<file path="config.mk">
export PLATFORM = sky130hd
export DESIGN_NAME = iterative_shift_unit
export DESIGN_NICKNAME = d
export VERILOG_FILES = /design/src/rtl/alu_shift_pkg.sv /design/src/rtl/shift_stage_mux.sv /design/src/rtl/iterative_shift_unit.sv
export SDC_FILE = /design/constraint.sdc
export NUM_CORES = 1
export LEC_CHECK = 0
export ABC_CLOCK_PERIOD_IN_PS = 6000
export CELL_PAD_IN_SITES_DETAIL_PLACEMENT = 1
export CELL_PAD_IN_SITES_GLOBAL_PLACEMENT = 2
export CORE_AREA = 2 2 143 117
export CTS_CLUSTER_SIZE = 40
export DETAILED_ROUTE_END_ITERATION = 8
export DIE_AREA = 0 0 145 119
export PLACE_DENSITY = 0.84
export SKIP_CTS_REPAIR_TIMING = 1
export SKIP_LAST_GASP = 1
export SYNTH_ARGS = -nofsm -noshare
export SYNTH_HDL_FRONTEND = slang
export SYNTH_SLANG_ARGS = --single-unit
</file>
<file path="constraint.sdc">
create_clock -name clock -period 6 [get_ports clock]
set_input_delay 1.5 -clock clock [delete_from_list [all_inputs] [get_ports clock]]
set_output_delay 1.5 -clock clock [all_outputs]
set_load 0.01 [all_outputs]
</file>
<file path="src/rtl/alu_shift_pkg.sv">
// Shared types and constants for the iterative ALU shifter.
// Op codes, FSM state encoding and datapath widths.
package alu_shift_pkg;

    localparam int WIDTH   = 32;
    localparam int SHAMT_W = 5;

    localparam logic [1:0] OP_SLL = 2'b00;
    localparam logic [1:0] OP_SRL = 2'b01;
    localparam logic [1:0] OP_SRA = 2'b11;

    typedef enum logic [1:0] {
        S_IDLE  = 2'd0,
        S_SHIFT = 2'd1,
        S_DONE  = 2'd2
    } state_e;

endpackage

</file>
<file path="src/rtl/shift_stage_mux.sv">
// One barrel stage: shifts the accumulator by 2^k when enabled.
// Right shifts fill with i_fill; left shifts always fill with zero.
module shift_stage_mux
    import alu_shift_pkg::*;
(
    input  logic [WIDTH-1:0] i_acc,
    input  logic [2:0]       i_k,
    input  logic             i_dir,
    input  logic             i_fill,
    input  logic             i_en,
    output logic [WIDTH-1:0] o_acc
);

    // Select the 2^k shifted value, or pass the accumulator through.
    always_comb begin
        o_acc = i_acc;
        if (i_en) begin
            unique case (i_k)
                3'd4: o_acc = i_dir ? {{16{i_fill}}, i_acc[31:16]}
                                    : {i_acc[15:0], 16'b0};
                3'd3: o_acc = i_dir ? {{8{i_fill}}, i_acc[31:8]}
                                    : {i_acc[23:0], 8'b0};
                3'd2: o_acc = i_dir ? {{4{i_fill}}, i_acc[31:4]}
                                    : {i_acc[27:0], 4'b0};
                3'd1: o_acc = i_dir ? {{2{i_fill}}, i_acc[31:2]}
                                    : {i_acc[29:0], 2'b0};
                3'd0: o_acc = i_dir ? {i_fill, i_acc[31:1]}
                                    : {i_acc[30:0], 1'b0};
                default: o_acc = i_acc;
            endcase
        end
    end

endmodule

</file>
<file path="src/rtl/iterative_shift_unit.sv">
// Registered multi-cycle shifter: one barrel stage per clock (16,8,4,2,1).
// Valid/ready on both sides; result held in DONE until consumed.
module iterative_shift_unit
    import alu_shift_pkg::*;
#(
    parameter bit EARLY_EXIT = 1'b0
)
(
    input  logic               clock,
    input  logic               reset_n,
    input  logic               in_valid,
    output logic               in_ready,
    input  logic [WIDTH-1:0]   in_data,
    input  logic [SHAMT_W-1:0] in_shamt,
    input  logic [1:0]         in_op,
    output logic               out_valid,
    input  logic               out_ready,
    output logic [WIDTH-1:0]   out_data,
    output logic               busy
);

    state_e               r_state;
    logic [WIDTH-1:0]     r_acc;
    logic [WIDTH-1:0]     r_out;
    logic [SHAMT_W-1:0]   r_shamt;
    logic                 r_dir;
    logic                 r_arith;
    logic [2:0]           r_k;

    logic [WIDTH-1:0]     w_stage;
    logic                 w_en;
    logic                 w_fill;
    logic [SHAMT_W-1:0]   w_mask;
    logic                 w_low_zero;
    logic                 w_last;

    assign in_ready  = (r_state == S_IDLE);
    assign out_valid = (r_state == S_DONE);
    assign busy      = (r_state != S_IDLE);
    assign out_data  = r_out;

    assign w_en       = r_shamt[r_k];
    assign w_fill     = r_arith & r_acc[WIDTH-1];
    assign w_mask     = (SHAMT_W'(1) << r_k) - SHAMT_W'(1);
    assign w_low_zero = ((r_shamt & w_mask) == '0);
    assign w_last     = (r_k == 3'd0) || (EARLY_EXIT && w_low_zero);

    shift_stage_mux u_stage (
        .i_acc  (r_acc),
        .i_k    (r_k),
        .i_dir  (r_dir),
        .i_fill (w_fill),
        .i_en   (w_en),
        .o_acc  (w_stage)
    );

    // Control FSM plus operand/accumulator/result registers.
    always_ff @(posedge clock or negedge reset_n) begin
        if (!reset_n) begin
            r_state <= S_IDLE;
            r_acc   <= '0;
            r_out   <= '0;
            r_shamt <= '0;
            r_dir   <= 1'b0;
            r_arith <= 1'b0;
            r_k     <= '0;
        end else begin
            unique case (r_state)
                S_IDLE: begin
                    if (in_valid) begin
                        r_acc   <= in_data;
                        r_shamt <= in_shamt;
                        r_dir   <= in_op[0];
                        r_arith <= in_op[1] & in_op[0];
                        r_k     <= 3'd4;
                        if (EARLY_EXIT && (in_shamt == '0)) begin
                            r_out   <= in_data;
                            r_state <= S_DONE;
                        end else begin
                            r_state <= S_SHIFT;
                        end
                    end
                end
                S_SHIFT: begin
                    r_acc <= w_stage;
                    if (w_last) begin
                        r_out   <= w_stage;
                        r_state <= S_DONE;
                    end else begin
                        r_k <= r_k - 3'd1;
                    end
                end
                S_DONE: begin
                    if (out_ready) begin
                        r_state <= S_IDLE;
                    end
                end
                default: r_state <= S_IDLE;
            endcase
        end
    end

endmodule

</file>
# == Word level (Yosys, flattened, before mapping) ==
# Cells that the tools add are included.
# word_totals
reg_bits,76
input_bits,43
out_inout_bits,35
wordCells,48
# classes
n_addsub,1
n_lt_le_gt_ge,1
eq_ne,10
n_mux,18
bitwise,2
n_reduce_logical,9
# ops
op,n
$mux 32,7
$pmux 32 s5,1
$pmux 32 s2,1
$eq 3x2->1 const B,2
$mux 2,3
$mux 3,2
$ne 2x2->1 const B,3
$pmux 2 s3,1
$pmux 3 s2,1
$reduce_and 2->1,3
$reduce_and 3->1,2
$lt 3x4->1 const B,1
$reduce_bool 2->1,2
$bmux 1 s3,1
$eq 3x1->1 const B,1
$eq 3x3->1 const B,1
$logic_not 3->1,1
$sub 3x1->3 const B,1
$and 1x1->1,2
$eq 2x1->1 const B,1
$eq 2x2->1 const B,1
$logic_not 2->1,1
$ne 2x1->1 const B,1
$mux 1,1

# == Logic depth before layout (Yosys ltp) ==
# logic_depth
depth_word,5
ltp_mapped,9
depth_no_buf,6

# == Modules after synthesis ==
# A second synthesis with hierarchy kept.
# unflattened
hier_cells,629
area_unflattened_um2,5699.2
# modules_own_cells
module,n_inst,cells_each,area_per_inst_um2,seq_area_each_um2
iterative_shift_unit,1,258,3409.5,1901.8
shift_stage_mux,1,371,2289.7,0.0

# == Least setup slack after synthesis ==
# Ideal clock, no wire load.
# synth_path
path_type,input-to-reg
start,input port in_valid
end,register r_acc[22]
setup_time_ns,0.090
arrival_ns,2.371
path_slack_ns,3.539
path_stages,4
path_cell_list,o21ai_1 clkbuf_1 a22oi_1 o221ai_1
# synth_between
elab_chain_cells,2
# synth_rtl
item,line,source
"start, declared",iterative_shift_unit.sv:11,"input logic in_valid,"
$ne 2x2->1 (no source line),--,
$reduce_and 2->1 (no source line),--,
"end signal, assigned",iterative_shift_unit.sv:71,r_acc <= in_data;
"end signal, assigned",iterative_shift_unit.sv:85,r_acc <= w_stage;
"end, declared",iterative_shift_unit.sv:23,logic [WIDTH-1:0] r_acc;
# No other way between the ends.
# A chain may end at the register's enable or synchronous reset.

# == Final worst setup path ==
# layout_path
start,register r_k[0]
end,register r_acc[27]
# layout_between
elab_chain_cells,4
word_cells_on_any_way,10
classes_between,eq/ne (4); mux (5); reduce/logical (1)
# layout_rtl
item,line,source
"start, declared",iterative_shift_unit.sv:28,logic [2:0] r_k;
"start signal, assigned",iterative_shift_unit.sv:90,r_k <= r_k - 3'd1;
"$eq 3x1->1, or another cell as far along",shift_stage_mux.sv:18,unique case (i_k)
$pmux 32 s5 / $mux 1 (equally long branches),"shift_stage_mux.sv:18, iterative_shift_unit.sv:42",
$mux 32 (*),shift_stage_mux.sv:17,if (i_en) begin
$pmux 32 s2 (*),iterative_shift_unit.sv:68,unique case (r_state)
# Every way passes the cells marked *; elsewhere a longest branch is shown, timed or not. The select of a mux whose other input is x is not followed.

==> results.json <==
{
  "status": "complete, no violations",
  "ys.warnings.count": 0,
  "num_rows": 42,
  "rr_worst_depth": 7,
  "power.density_mw_per_mm2": 689,
  "syn_to_final_growth_pct": 20.8,
  "r2r-end": "r_acc[27]$_DFFE_PN0P_",
  "diodes": 0,
  "hold_depth": 2,
  "hold_path_class": "reg -> reg",
  "clockRootBuffer": "clkbuf_16",
  "clk_path_buf_depth": 2,
  "placed_cell_area_mm2": 0.00647,
  "setup-violations-final": 0,
  "pwr-share-seq_pct": 26.2,
  "grt_pass1_vias": 6326,
  "fin_setup_tns_ns": 0,
  "wl_per_cell_um": 25.8,
  "grt_util_met2_pct": 43.7,
  "reg2reg_slack_ns": 2.56,
  "numCtsBuffers": 9,
  "dieArea_mm2": 0.0173,
  "gp_routability_congestion": 0.948,
  "ys_async_sr_fraction_pct": 100,
  "use_met1_pct": 40.7,
  "cp_max_fo": 20,
  "h-tree-depth": 3,
  "die_w_um": 145,
  "holdCritStartpoint": "r_shamt[3]$_DFFE_PN0P_",
  "place_inst": 922,
  "synth_cell_types": 55,
  "grt_overflow": 0,
  "grt_util_met3_pct": 4.33,
  "cpPeakStageDelay_ns": 0.86,
  "tightest_slew_ns": 1.27,
  "cp_slowest_cell": "a2111oi_0",
  "ys_ff_latch": 76,
  "hold_path_end": "r_shamt[3]$_DFFE_PN0P_",
  "p_sw_share_pct": 53.2,
  "drt-pass1-iter-count": 5,
  "io_buffers": 77,
  "drc": 0,
  "comb_power_share_pct": 60.8,
  "ant_nets": 0,
  "power_frac_clock_pct": 13.0,
  "top_usage_layer": "met2",
  "crit_buf_inv": 2,
  "whs_ns": 0.486,
  "grt_antenna_before_repair": 0,
  "critical_path.top_delay_family": "compound AO/OA/AOI/OAI gates",
  "cts_sinks": 76,
  "critPathCaptureType": "flop",
  "fillCellCount": 1883,
  "synth-seq-area-share_pct": 33.8,
  "syn_area_mm2": 0.00563,
  "postLayoutCellArea_mm2": 0.00680,
  "crit_type": "reg -> reg",
  "detail_route.iter0.violations": 778,
  "rsz0062_at_grt": "no",
  "crit_chain": "inv_1, ha_1, nand2b_1, buf_4, a21oi_1, a2111oi_0, o221ai_1",
  "postSynthCellCount": 682,
  "die_y_um": 119,
  "syn-num-nets": 730,
  "hold_viol": 0,
  "max-slew-margin-rel_pct": 14.7,
  "cts_tree": "yes",
  "finalNonFillerCells": 938,
  "grt_pass1_wl_um": 38000,
  "power.switching_uw": 2490,
  "reg2reg_from": "r_k[0]$_DFFE_PN0P_",
  "hpwl_um": 16900,
  "cp-start-kind": "flop",
  "slew_viol_final": 0,
  "max-cap-violations": 0,
  "final_nets": 761,
  "clock_latency_ns": 0.36,
  "viasPerCell": 6.43,
  "p_int_uw": 2200,
  "synth_edf_count": 0,
  "grt_max_degree": 64,
  "final.period_utilization_pct": 57.4,
  "required_ns": 6.18,
  "drt-total-wl_um": 24200,
  "synth_ff_type": "dfrtp_1",
  "route.vias.total": 6035,
  "start_util_pct": 35.1,
  "io_pins": 78,
  "skew_ns": 0.00702,
  "fin_crit_ns": 3.44,
  "cp.arrival_ns": 3.62,
  "fmax_mhz": 290,
  "syn_avg_cell_area_um2": 8.26,
  "drive_above_1_share_pct": 7.24,
  "vdd_drop_max_mv": 0.339,
  "power_leakage_uw": 0.00258,
  "core_mm2": 0.0160,
  "cts.clk_slew.worst_paths_ns": 0.06,
  "grt_usage_pct": 28.3,
  "p_total_uw": 4690
}
==> cell type report <==
type | count | area, µm² | area share [%]
clock buffer | 11 | 243 | 3.57
multi-input combinational | 499 | 3290 | 48.4
tap | 220 | 275 | 4.05
clock inverter | 5 | 85.1 | 1.25
timing repair buffer | 90 | 866 | 12.7
sequential | 76 | 1900 | 28.0
inverter | 37 | 139 | 2.04
==> state kept, by name, summed over array words and instances, names as in the netlist <==
signal / cells
out_data: 32
r_acc: 32
r_shamt: 5
r_k: 3
r_state: 2
r_arith: 1
r_dir: 1
==> worst max-delay path by stage <==
stage	start	to	slack (ns)	cells past startpoint
floorplan	in_valid	r_acc[22]$_DFFE_PN0P_	3.54	4
global placement	in_valid	r_acc[0]$_DFFE_PN0P_	2.82	4
detailed placement	r_k[0]$_DFFE_PN0P_	out_data[1]$_DFFE_PN0P_	2.67	6
CTS	r_state[0]$_DFFE_PN0P_	in_ready	2.68	2
global route	r_k[0]$_DFFE_PN0P_	r_acc[27]$_DFFE_PN0P_	2.40	7
finish	r_k[0]$_DFFE_PN0P_	r_acc[27]$_DFFE_PN0P_	2.56	7
==> Yosys cell counts, types with 5 or more instances <==
cell type	n	area [µm²]
o31ai_1	6	45.0
a21boi_0	9	67.6
dfrtp_1	76	1900
clkbuf_1	47	176
nor4_1	18	113
a311oi_1	9	78.8
nor3_1	15	75.1
nand2b_1	36	225
inv_1	37	139
a22oi_1	20	150
mux2i_1	29	290
a32oi_1	10	87.6
o211ai_1	26	195
nand4_1	21	131
a21oi_1	82	410
buf_2	20	100
ha_1	5	62.6
o221ai_1	16	140
o22ai_1	33	206
nand2_1	74	278
a221oi_2	14	210
o21ai_0	27	135
nor2_1	8	30.0
==> metrics by stage <==
stage / utilization (%) / setup slack (ns)
final: 42.4 / 2.56
after global routing: 42.4 / 2.40
after CTS: 42.4 / 2.68
after detailed placement: 40.4 / 2.67
after global placement: 40.4 / 2.82
after floorplan: - / 3.54
==> per-layer routing <==
metal / vias to the layer above / wire (µm)
li1: 2672 / -
met1: 3057 / 11300
met2: 263 / 10700
met3: 43 / 1580
met4: 0 / 544
met5: - / 0
==> cells by family after synthesis <==
group                    Yosys count  share of synthesized area (%)
AO/OA/AOI/OAI                    282                           35.8
flip-flops                        76                           33.8
AND/OR/NAND/NOR                  183                           16.4
adder cells (fa/ha/maj)            5                           1.11
multiplexers                      29                           5.16
buffers and inverters            107                           7.78
==> layout by cell type (no fill, tap or decap), drive strengths merged, types with 6 or more instances in the layout <==
cell,Yosys,final
a21oi,82,82
clkdlybuf4s50,0,76
dfrtp,76,76
nand2,74,74
inv,37,37
nand2b,36,36
o22ai,33,33
mux2i,29,29
o21ai,29,29
o211ai,26,26
nand4,21,21
a22oi,20,20
nor4,18,18
o221ai,16,16
nor3,15,15
a221oi,15,15
buf,23,14
clkbuf,47,11
a32oi,10,10
a21boi,9,9
a311oi,9,9
nor2,8,8
o31ai,6,6
==> power by group through the flow <==
stage | Sequential [µW] | Combinational [µW] | Clock [µW]
after floorplan | 997 | 1960 | 0
after global placement | 1210 | 2720 | 0
after detailed placement | 1220 | 2790 | 0
after CTS | 1210 | 2810 | 622
after global routing | 1260 | 3080 | 639
final | 1230 | 2850 | 609
==> worst register-to-register path, stage by stage, from the launching register on <==
cell       delay (ns)
dfrtp_1          0.51
inv_1            0.18
ha_1             0.45
nand2b_1         0.55
buf_4            0.39
a21oi_1          0.07
a2111oi_0        0.86
o221ai_1         0.26
No activity file was read; power rests on OpenSTA's default activity.
